$ cat src/rtl/pipe_ifid_q.sv
// pipe_ifid_q: 2-entry IF/ID skid queue between fetch and decode.
// Define IFID_BUBBLE_CNT_EN to add the saturating bubble_cnt decode-bubble counter.
module pipe_ifid_q #(
  parameter logic [31:0] NOP_INS = 32'h00000000
) (
  input  logic        clock,
  input  logic        resetn,
  input  logic [31:0] pc4,
  input  logic [31:0] ins,
  input  logic        if_valid,
  output logic        if_ready,
  input  logic        flush,
  input  logic        id_ready,
  output logic        id_valid,
  output logic [31:0] dpc4,
  output logic [31:0] inst
`ifdef IFID_BUBBLE_CNT_EN
  ,
  output logic [15:0] bubble_cnt
`endif
);
  logic [63:0] mem0, mem1, head;
  logic        wp, rp, push, pop;
  logic [1:0]  cnt;
  assign if_ready = cnt != 2'd2;
  assign id_valid = cnt != 2'd0;
  assign push     = if_valid && if_ready && !flush;
  assign pop      = id_valid && id_ready && !flush;
  assign head     = rp ? mem1 : mem0;
  assign inst     = id_valid ? head[31:0] : NOP_INS;
  assign dpc4     = id_valid ? head[63:32] : 32'h0;
  always_ff @(posedge clock or negedge resetn) begin
    if (!resetn) begin
      mem0 <= '0;
      mem1 <= '0;
      wp   <= 1'b0;
      rp   <= 1'b0;
      cnt  <= 2'd0;
    end else if (flush) begin
      wp  <= 1'b0;
      rp  <= 1'b0;
      cnt <= 2'd0;
    end else begin
      if (push && !wp) mem0 <= {pc4, ins};
      if (push && wp) mem1 <= {pc4, ins};
      if (push) wp <= ~wp;
      if (pop) rp <= ~rp;
      cnt <= cnt + 2'(push) - 2'(pop);
    end
  end
`ifdef IFID_BUBBLE_CNT_EN
  always_ff @(posedge clock or negedge resetn) begin
    if (!resetn) bubble_cnt <= 16'h0;
    else if (id_ready && !id_valid && !flush && bubble_cnt != 16'hFFFF) bubble_cnt <= bubble_cnt + 16'h1;
  end
`endif
endmodule

$ cat config.mk
export PLATFORM = sky130hd
export DESIGN_NAME = pipe_ifid_q
export DESIGN_NICKNAME = d
export VERILOG_FILES = /design/src/rtl/pipe_ifid_q.sv
export SDC_FILE = /design/constraint.sdc
export NUM_CORES = 1
export LEC_CHECK = 0
export ABC_CLOCK_PERIOD_IN_PS = 1900
export BUFFER_PORTS_ARGS = -buffer_cell sky130_fd_sc_hd__buf_2
export CAP_MARGIN = 40
export CORE_ASPECT_RATIO = 0.6
export CORE_UTILIZATION = 54
export DETAILED_ROUTE_END_ITERATION = 12
export GPL_TIMING_DRIVEN = 0
export PLACE_DENSITY = 0.9
export SLEW_MARGIN = 20
export SYNTH_ARGS = -nofsm -noshare
export SYNTH_HDL_FRONTEND = slang
export SYNTH_SLANG_ARGS = --single-unit
$ cat constraint.sdc
create_clock -name clock -period 1.9 [get_ports clock]
set_input_delay 0.19 -clock clock [delete_from_list [all_inputs] [get_ports clock]]
set_output_delay 0.19 -clock clock [all_outputs]
set_load 0.02 [all_outputs]
==> metrics.cfg, run 1 <==
[critical_path]
cp_slowest_cell = dfrtp_1
critPathRequiredTime_ns = 2.19
crit_end = mem1[46]$_DFFE_PN0P_
startpoint_type = register
rr_startpoint = cnt[0]$_DFF_PN0_
worstSetupStartpoint = cnt[0]$_DFF_PN0_
r2r_cells = 6
crit_chain = and2b_4 > inv_1 > nand4b_1 > buf_4 > buf_2 > mux2_2
criticalPathCategory = register to register
max_stage_delay_ns = 0.40
cp.arrival_ns = 2.20
crit_path_end_kind = register
worst-r2r-setup-slack_ns = -0.02
cp_max_fo = 10
reg2reg_to = mem1[46]$_DFFE_PN0P_

[layout]
drive_gt1_share_pct = 53.45
synthToLayoutAreaGrowth_pct = 27.20
stdcell_area_um2 = 7858
final_cells = 747
nets = 666
antenna_cells = 0

[detailed_routing]
viasPerCell = 5.434
dr.max_layer_used = met4
dr.pass1.iters = 4
dr.first_iter.drc_count = 169
wirelength_um = 14300
met1Wirelength_um = 6450
dr_total_vias = 4059
wl_per_cell_um = 19.15
dr_wl_met3_um = 760
drt.antenna.violating_nets = 0
drc = 0
met2_length_um = 6962

[clock_tree]
root_buffer = clkbuf_16
clk_latency_ns = 0.40
cts_tree = done
clkTransAtPathRegs_ns = 0.06
clockBufferDepth = 2
cts_buffers = 17
cts_sinks = 132
htreeDepth = 4

[timing]
worst_clock_skew_ns = 0.01022
maxSlewHeadroom_pct = 59.34
fmax_ghz = 0.5220
fin_crit_sh_pct = 100.8
finalWorstSetupSlack_ns = -0.01576
fin_setup_tns_ns = -0.1099
rsz0062_at_grt = true
hold_viol_final = 0
finalCriticalPeriod_ns = 1.916
drv_slew = 0
worst_slew_pin_slew_ns = 0.6099
setup_viol = 11

[pwr]
pwr-share-seq_pct = 36.7
swShare_pct = 30.78
clockPowerShare_pct = 30.7
switchingPower_mw = 3.845
ir_drop_uv = 1020
power.internal_mw = 8.646
p_leak_nw = 3.761
powerDensity_nw_per_um2 = 1590
combPwrFrac_pct = 32.6

[synthesis]
synth_area_leaders = dfrtp_1, mux2_4, mux2_2
synth_edf_count = 0
yosysUniqueCellTypes = 22
synth_top_cell_by_area = dfrtp_1
synth_cells = 439
synth-seq-area-share_pct = 53.47
syn-num-nets = 510
synth_area_um2 = 6177
synth_flop_cell = dfrtp_1
async_flop_share_pct = 100.0
synth.top_cell.area_share_pct = 53.47
synth.avg_cell_area_um2 = 14.07
yosysWarnings = 0
ys_ff_latch = 132
yosysMostFrequentCell = dfrtp_1
ys_top_cells_by_count = dfrtp_1, mux2_2, nor2_1

[grt]
grt_overflow = 0
grt_pass1_vias = 4435
grt_max_degree = 69
grt.total_usage_pct = 25.82
antenna_found_initial = 0
grt_pass1_wl_um = 23230

[floorplan]
ioPinCount = 135
die_h_um = 84.85
die_w_um = 140.1
row_count = 29
start_util_pct = 56.94
die_area_um2 = 11880
coreArea_um2 = 10850

[placement]
routabilityCongestion = 0.7999
dp_hpwl_um = 9889
dp.cells = 713
dpl_cell_area_um2 = 7062
io_buffers = 133

[outcome]
run_status = finished with violations
violations = setup timing

[min_path]
hold_path_class = primary input to register

[flow_run]
maxCapViolations = 0

## final cells by class
cell class,instances,area [um2]
Clock inverter,12,251.5
Buffer,28,245.2
Fill cell,705,2992
Clock buffer,20,446.7
Multi-Input combinational cell,274,2690
Sequential cell,132,3303
Inverter,5,18.77
Timing Repair Buffer,137,728.2
Tap cell,139,173.9
## cells by family after synthesis
group / count (synthesis) / share of synthesized area [%]
muxes: 192 / 37.35
DFF: 132 / 53.47
and+or+nand+nor: 74 / 5.064
buffers and inverters: 33 / 3.038
AOI/OAI and AO/OA: 3 / 0.2430
xor gates and xnor gates: 3 / 0.4254
adders and majority gates: 2 / 0.4050
## per-layer routing
layer  up-vias  track usage [%]
met5         -                0
met4         0            8.991
met3        13            6.546
met2       126            42.05
met1      2091            34.01
li1       1829                -
## worst max-delay path, delay by kind of cell (launching register included)
kind,cells,cell delay (ns)
buf+inv,3,0.59
flops,1,0.40
mux,1,0.37
simple gates,2,0.43
## registers in the layout, summed over array words and instances, names as in the netlist
name and count:
mem0 64, mem1 64, rp 1, wp 1, cnt 2
## worst min-delay path by stage
| stage | from | to | slack (ns) | depth (start not counted) |
|---|---|---|---|---|
| finish | pc4[28] | mem0[60]$_DFFE_PN0P_ | 0.03 | 2 |
| global route | ins[6] | mem0[6]$_DFFE_PN0P_ | 0.02 | 2 |
| CTS | pc4[28] | mem0[60]$_DFFE_PN0P_ | 0.01 | 2 |
| detailed placement | resetn | mem0[37]$_DFFE_PN0P_ | 0.23 | 1 |
| global placement | flush | wp$_DFFE_PN0P_ | 0.42 | 2 |
| floorplan | resetn | cnt[0]$_DFF_PN0_ | -0.11 | 0 |
## stage by stage
stage	util (%)	hold slack (ns)	setup WS [ns]	power, mW
2_1_floorplan	-	-0.1056	0.1668	7.316
5_1_grt	72.43	0.01676	-0.06679	13.12
4_1_cts	72.31	0.01103	0.004658	12.55
3_3_place_gp	64.68	0.4206	-0.9747	8.222
3_5_place_dp	65.09	0.2254	-0.08531	8.536
6_report	72.43	0.02791	-0.01576	12.49
## cell usage in the layout (no fill, tap or decap)
cell type,instances
buf_2,135
buf_16,1
clkinv_4,3
nand4b_1,1
nor4_4,1
and2b_4,1
clkinvlp_4,2
a21oi_1,1
clkbuf_1,2
clkbuf_2,2
dlygate4sd3_1,1
bufinv_16,7
dfrtp_1,132
nor2b_1,1
mux2i_2,1
ha_1,2
clkbuf_8,2
o21ai_0,2
buf_6,13
mux2i_1,63
mux2_2,68
clkbuf_16,17
mux2_4,60
xnor2_1,1
or3_1,1
buf_4,12
nor3_1,1
nor2_1,68
xor2_1,2
inv_1,5
## power by group through the flow
stage	Sequential (mW)	Combinational, mW	Clock, mW
finish	4.58	4.08	3.83
global route	4.69	4.39	4.04
CTS	4.57	4.08	3.91
detailed placement	4.58	3.96	0
global placement	4.46	3.77	0
floorplan	4.36	2.95	0
## repair_timing
action,in CTS,in global routing
gates resized for setup,27,13
buffers inserted,1,0
pin swaps,1,0
hold buffers,1,0
endpoints found under the setup margin,145,106
hold endpoints to repair,64,0
(Power assumes the default switching activity.)
==> inputs of run 2 (changes only) <==
- SETUP_SLACK_MARGIN: default -> 0.4
==> run 2 against run 1 <==
  * The run now ends clean
  * Highest routed layer unchanged
  * Via count rose by 6.7%
  * Sequential share of layout area fell by 5.9 points
  * Setup slack improved by 0.042 ns
==> metrics.cfg, run 2 (synthesized netlist as in run 1, its figures left out) <==
[critical_path]
cp_max_fo = 10  ; unchanged
critPathRequiredTime_ns = 1.71  ; -0.48 ns
cp.arrival_ns = 1.68  ; -0.52 ns
worst-r2r-setup-slack_ns = 0.05  ; +0.07 ns
crit_buf_inv = 3  ; unchanged
max_stage_delay_ns = 0.40  ; about the same
crit_chain = clkbuf_16 > buf_12 > mux2i_1 > nor2_1 > buf_2
crit_path_end_kind = output pin
cp_slowest_cell = dfrtp_1
startpoint_type = register
cpLargestDelayFamily = buffers and inverters
criticalPathCategory = register to output pin

[layout]
antenna_cells = 0  ; unchanged
synthToLayoutAreaGrowth_pct = 48.07
largest_registers = mem0: 64 flops, mem1: 64 flops, cnt: 2 flops
final_cell_mix = dfrtp_1, mux2_4, buf_2, nor2_1, mux2i_1
nFillCells = 527  ; -25%
final_common_cell = dfrtp_1
final_cells = 786  ; +5.2%
drive_gt1_share_pct = 59.97  ; +6.5 points
multi_input_area_um2 = 3013  ; +12%
fin_util_pct = 84.30  ; +12 points
nets = 705  ; +5.9%
regArea_um2 = 3304  ; about the same

[floorplan]
start_util_pct = 56.94  ; unchanged
die_h_um = 84.85  ; unchanged
ioPinCount = 135  ; unchanged
row_count = 29  ; unchanged
coreArea_um2 = 10850  ; unchanged
die_w_um = 140.1  ; unchanged
die_area_um2 = 11880  ; unchanged

[detailed_routing]
wl_per_cell_um = 21.96  ; +15%
dr.first_iter.drc_count = 172  ; +1.8%
wirelength_um = 17260  ; +21%
drc = 0  ; unchanged
drt.antenna.violating_nets = 0  ; unchanged
dr.pass1.iters = 6  ; +2
dr_total_vias = 4332  ; +6.7%
viasPerCell = 5.511  ; +1.4%

[grt]
grt_pass1_vias = 4531  ; +2.2%
grt_overflow = 0  ; unchanged
grt.total_usage_pct = 25.75  ; -0.070 points
grt_max_degree = 71  ; +2.9%
grt_pass1_wl_um = 23250  ; +0.12%
antenna_found_initial = 1  ; +1

[flow_run]
maxCapViolations = 0  ; unchanged

[pwr]
p_total_mw = 13.83  ; +11%
powerDensity_nw_per_um2 = 1512  ; -4.9%
p_leak_nw = 4.494  ; +19%
ir_drop_uv = 923.2  ; -9.4%

[placement]
dp.cells = 713  ; unchanged
dp_hpwl_um = 9240  ; -6.6%
routabilityCongestion = 0.7780  ; -2.7%
io_buffers = 133  ; unchanged

[timing]
fin_crit_sh_pct = 98.60  ; -2.2 points
fin_setup_tns_ns = 0  ; +0.1099 ns
maxSlewHeadroom_pct = 56.09  ; -3.2 points
worst_slew_pin_slew_ns = 0.6586  ; +0.04873 ns
hold_viol_final = 0  ; unchanged
fmax_ghz = 0.5338  ; +2.3%
drv_slew = 0  ; unchanged
finalCriticalPeriod_ns = 1.873  ; -0.04234 ns
worst_clock_skew_ns = 0.01187  ; +0.001651 ns
setup_viol = 0  ; -11
rsz0062_at_grt = true

[outcome]
run_status = finished, final reports clean

[clock_tree]
cts_tree = done
htreeDepth = 4  ; unchanged
clkTransAtPathRegs_ns = 0.06  ; about the same
root_buffer = clkbuf_16
cts_buffers = 17  ; unchanged
clockBufferDepth = 2  ; unchanged
cts_sinks = 132  ; unchanged
clk_latency_ns = 0.41  ; about the same

[min_path]
hold_path_class = primary input to register

-- run 2: changes by cell type in the layout (fill, tap and decap cells not counted), sizes merged --
cell | before | now
inv | 5 | 6
clkinv | 3 | 4
bufinv | 7 | 4
buf | 161 | 183
clkbuf | 23 | 41
-- run 2: metrics by stage --
stage / cell area, um2 / hold slack, ns / setup slack [ns]
3_3_place_gp: 7054 / 0.4204 / -0.9421
3_5_place_dp: 7099 / 0.2457 / -0.09415
6_report: 9146 / 0.02463 / 0.02658
4_1_cts: 8193 / 0.003149 / 0.1132
2_1_floorplan: 6215 / -0.1056 / 0.1805
5_1_grt: 9146 / 0.01404 / -0.05072
-- run 2: what timing repair did --
action                     in CTS  in global routing
setup endpoints to repair     194                196
gates cloned                    4                 16
setup buffers                  10                 10
gates resized for setup        78                145
hold endpoints to repair       69                  0
pin swaps                       1                  6
hold buffers                    1                  0
-- run 2: final timing paths --
kind / start / endpoint / cells after the start
max: rp$_DFFE_PN0P_ / dpc4[26] / 5
min: pc4[14] / mem1[46]$_DFFE_PN0P_ / 2
max reg2reg: cnt[0]$_DFF_PN0_ / mem1[24]$_DFFE_PN0P_ / 7
min reg2reg: mem1[3]$_DFFE_PN0P_ / mem1[3]$_DFFE_PN0P_ / 1
max in group asynchronous: resetn / mem1[36]$_DFFE_PN0P_ / 3
min in group asynchronous: resetn / mem1[3]$_DFFE_PN0P_ / 2
-- run 2: power breakdown --
group          internal, mW  switching, mW  total, mW
clock                  2.28           1.27       3.55
sequential             3.94          0.762       4.70
combinational          3.23           2.36       5.58
total                  9.44           4.39       13.8
-- run 2: per-layer routing --
metal	track usage, %	wire length, um
met1	34.22	7817
met2	41.82	8267
met3	6.998	895
met4	7.592	284
met5	0	0
-- run 2: final cells by class --
class | instances | share of cell area [%]
tap | 139 | 1.902
clock buffer | 21 | 5.034
multi-input combinational | 274 | 32.94
timing repair buffer | 176 | 15.94
inverter | 5 | 0.2052
buffer | 28 | 5.937
clock inverter | 11 | 1.915
sequential | 132 | 36.13
==> inputs of run 3 (changes only) <==
- MAX_ROUTING_LAYER: default -> met4
- SKIP_CTS_REPAIR_TIMING: default -> 1
==> run 3 against run 2 <==
  * Global-route usage decreased by 0.57 points
  * Clock power about the same
  * Setup slack got worse by 0.024 ns
  * Clock skew about the same
  * Total power decreased by 5.9%
  * Core utilization decreased by 4.6 points
  * Critical endpoint is now mem1[62]$_DFFE_PN0P_
  * First-iteration DRC count increased by 16%
  * Final area decreased by 5.4%
==> metrics.cfg, run 3 (synthesized netlist as in run 1, its figures left out) <==
[outcome]
run_status = finished, final reports clean

[flow_run]
maxCapViolations = 0  ; unchanged

[placement]
io_buffers = 133  ; unchanged
routabilityCongestion = 0.7886  ; +1.4%
dp_hpwl_um = 9240  ; unchanged

[timing]
setup_viol = 0  ; unchanged
worst_slew_pin_slew_ns = 0.6596  ; +0.0009801 ns
fin_setup_tns_ns = 0  ; unchanged
fmax_ghz = 0.5271  ; -1.2%
rsz0062_at_grt = true
hold_viol_final = 0  ; unchanged
worst_clock_skew_ns = 0.01161  ; -0.0002634 ns
drv_slew = 0  ; unchanged
finalCriticalPeriod_ns = 1.897  ; +0.02362 ns
fin_crit_sh_pct = 99.84  ; +1.2 points
maxSlewHeadroom_pct = 56.03  ; -0.065 points

[critical_path]
worstSetupStartpoint = cnt[1]$_DFF_PN0_
startpoint_type = register
critPathRequiredTime_ns = 2.19  ; +0.48 ns
cpLargestDelayFamily = buffers and inverters
max_stage_delay_ns = 0.42  ; +0.02 ns
cp.arrival_ns = 2.18  ; +0.50 ns
criticalPathCategory = register to register
crit_top_cell = clkbuf_16
cp_max_fo = 5  ; -5
rr_startpoint = cnt[1]$_DFF_PN0_
crit_chain = and2b_4 > inv_2 > nand4b_1 > buf_4 > clkbuf_16 > clkbuf_16 > mux2_4
crit_path_end_kind = register
crit_buf_inv = 4  ; +1
cp_slowest_cell = dfrtp_1

[min_path]
min_from = flush
hold_path_class = primary input to register

[detailed_routing]
drc = 0  ; unchanged
dr.first_iter.drc_count = 200  ; +16%
viasPerCell = 5.520  ; +0.16%
dr_total_vias = 4278  ; -1.2%
dr.pass1.iters = 4  ; -2
drt.antenna.violating_nets = 0  ; unchanged
wl_per_cell_um = 20.41  ; -7.1%
wirelength_um = 15810  ; -8.4%

[floorplan]
die_h_um = 84.85  ; unchanged
coreArea_um2 = 10850  ; unchanged
die_area_um2 = 11880  ; unchanged
ioPinCount = 135  ; unchanged
die_w_um = 140.1  ; unchanged
start_util_pct = 56.94  ; unchanged
row_count = 29  ; unchanged

[clock_tree]
clk_latency_ns = 0.41  ; about the same
clkTransAtPathRegs_ns = 0.06  ; about the same
root_buffer = clkbuf_16
htreeDepth = 4  ; unchanged
cts_buffers = 17  ; unchanged
clockBufferDepth = 2  ; unchanged
cts_tree = done
cts_sinks = 132  ; unchanged

[layout]
final_cell_mix = dfrtp_1, buf_2, mux2_4, nor2_1, mux2i_1
final_common_cell = dfrtp_1
fin_util_pct = 79.75  ; -4.6 points
synthToLayoutAreaGrowth_pct = 40.06
nets = 693  ; -1.7%
largest_registers = mem0: 64 flops, mem1: 64 flops, cnt: 2 flops
drive_gt1_share_pct = 56.54  ; -3.4 points

[pwr]
clockPowerShare_pct = 27.2  ; +1.5 points
powerDensity_nw_per_um2 = 1503  ; -0.57%
ir_drop_uv = 916.0  ; -0.78%
switchingPower_mw = 4.114  ; -6.2%
p_leak_nw = 4.322  ; -3.8%
swShare_pct = 31.64  ; -0.10 points
power.internal_mw = 8.890  ; -5.8%
pwr-share-seq_pct = 35.7  ; +1.7 points
combPwrFrac_pct = 37.1  ; -3.3 points

[grt]
grt_pass1_wl_um = 22150  ; -4.7%
grt_max_degree = 71  ; unchanged
grt_overflow = 0  ; unchanged
grt_pass1_vias = 4370  ; -3.6%
grt.total_usage_pct = 25.17  ; -0.57 points
antenna_found_initial = 1  ; unchanged

-- run 3: layout make-up --
cell class              instances  area, um2
inverters                       5      18.77
multi-input cells             274       2914
diodes                          1      2.502
clock inverters                11      175.2
plain buffers                  28      421.7
clock buffers                  21      460.4
flip-flops and latches        132       3304
fillers                       610       2197
well taps                     139      173.9
repair buffers                164       1181
-- run 3: metrics by stage --
| step | instances | worst slack [ns] | power (mW) | hold WS [ns] | area [um2] |
|---|---|---|---|---|---|
| global placement | 711 | -0.9421 | 8.228 | 0.4204 | 7054 |
| floorplan | 439 | 0.1805 | 7.327 | -0.1056 | 6215 |
| finish | 775 | 0.002955 | 13.00 | 0.02268 | 8652 |
| global route | 775 | -0.01379 | 13.56 | 0.01760 | 8652 |
| CTS | 745 | -0.5470 | 12.08 | -0.1904 | 7735 |
| detailed placement | 713 | -0.09415 | 8.505 | 0.2457 | 7099 |
-- run 3: path summary, 6_finish.rpt --
check                                       end  slack [ns]  cells past startpoint
max                        mem1[62]$_DFFE_PN0P_       0.003                      7
min                            cnt[1]$_DFF_PN0_        0.02                      2
max reg2reg                mem1[62]$_DFFE_PN0P_       0.003                      7
min reg2reg                mem0[24]$_DFFE_PN0P_        0.51                      1
max in group asynchronous  mem1[34]$_DFFE_PN0P_        0.79                      3
min in group asynchronous   mem1[9]$_DFFE_PN0P_        0.37                      2
-- run 3: power by group through the flow --
stage	Sequential (mW)	Combinational (mW)	Clock [mW]
3_5_place_dp	4.56	3.94	0
5_1_grt	4.75	5.12	3.69
6_report	4.64	4.82	3.54
3_3_place_gp	4.45	3.78	0
2_1_floorplan	4.36	2.96	0
4_1_cts	4.54	3.97	3.56
-- run 3: per-layer routing --
| layer | vias to the layer above | part of all wire [%] | track usage [%] |
|---|---|---|---|
| li1 | 1898 | - | - |
| met1 | 2208 | 46 | 33.37 |
| met2 | 146 | 48 | 38.73 |
| met3 | 26 | 4.4 | 5.474 |
| met4 | 0 | 1.3 | 8.591 |
| met5 | - | 0 | - |
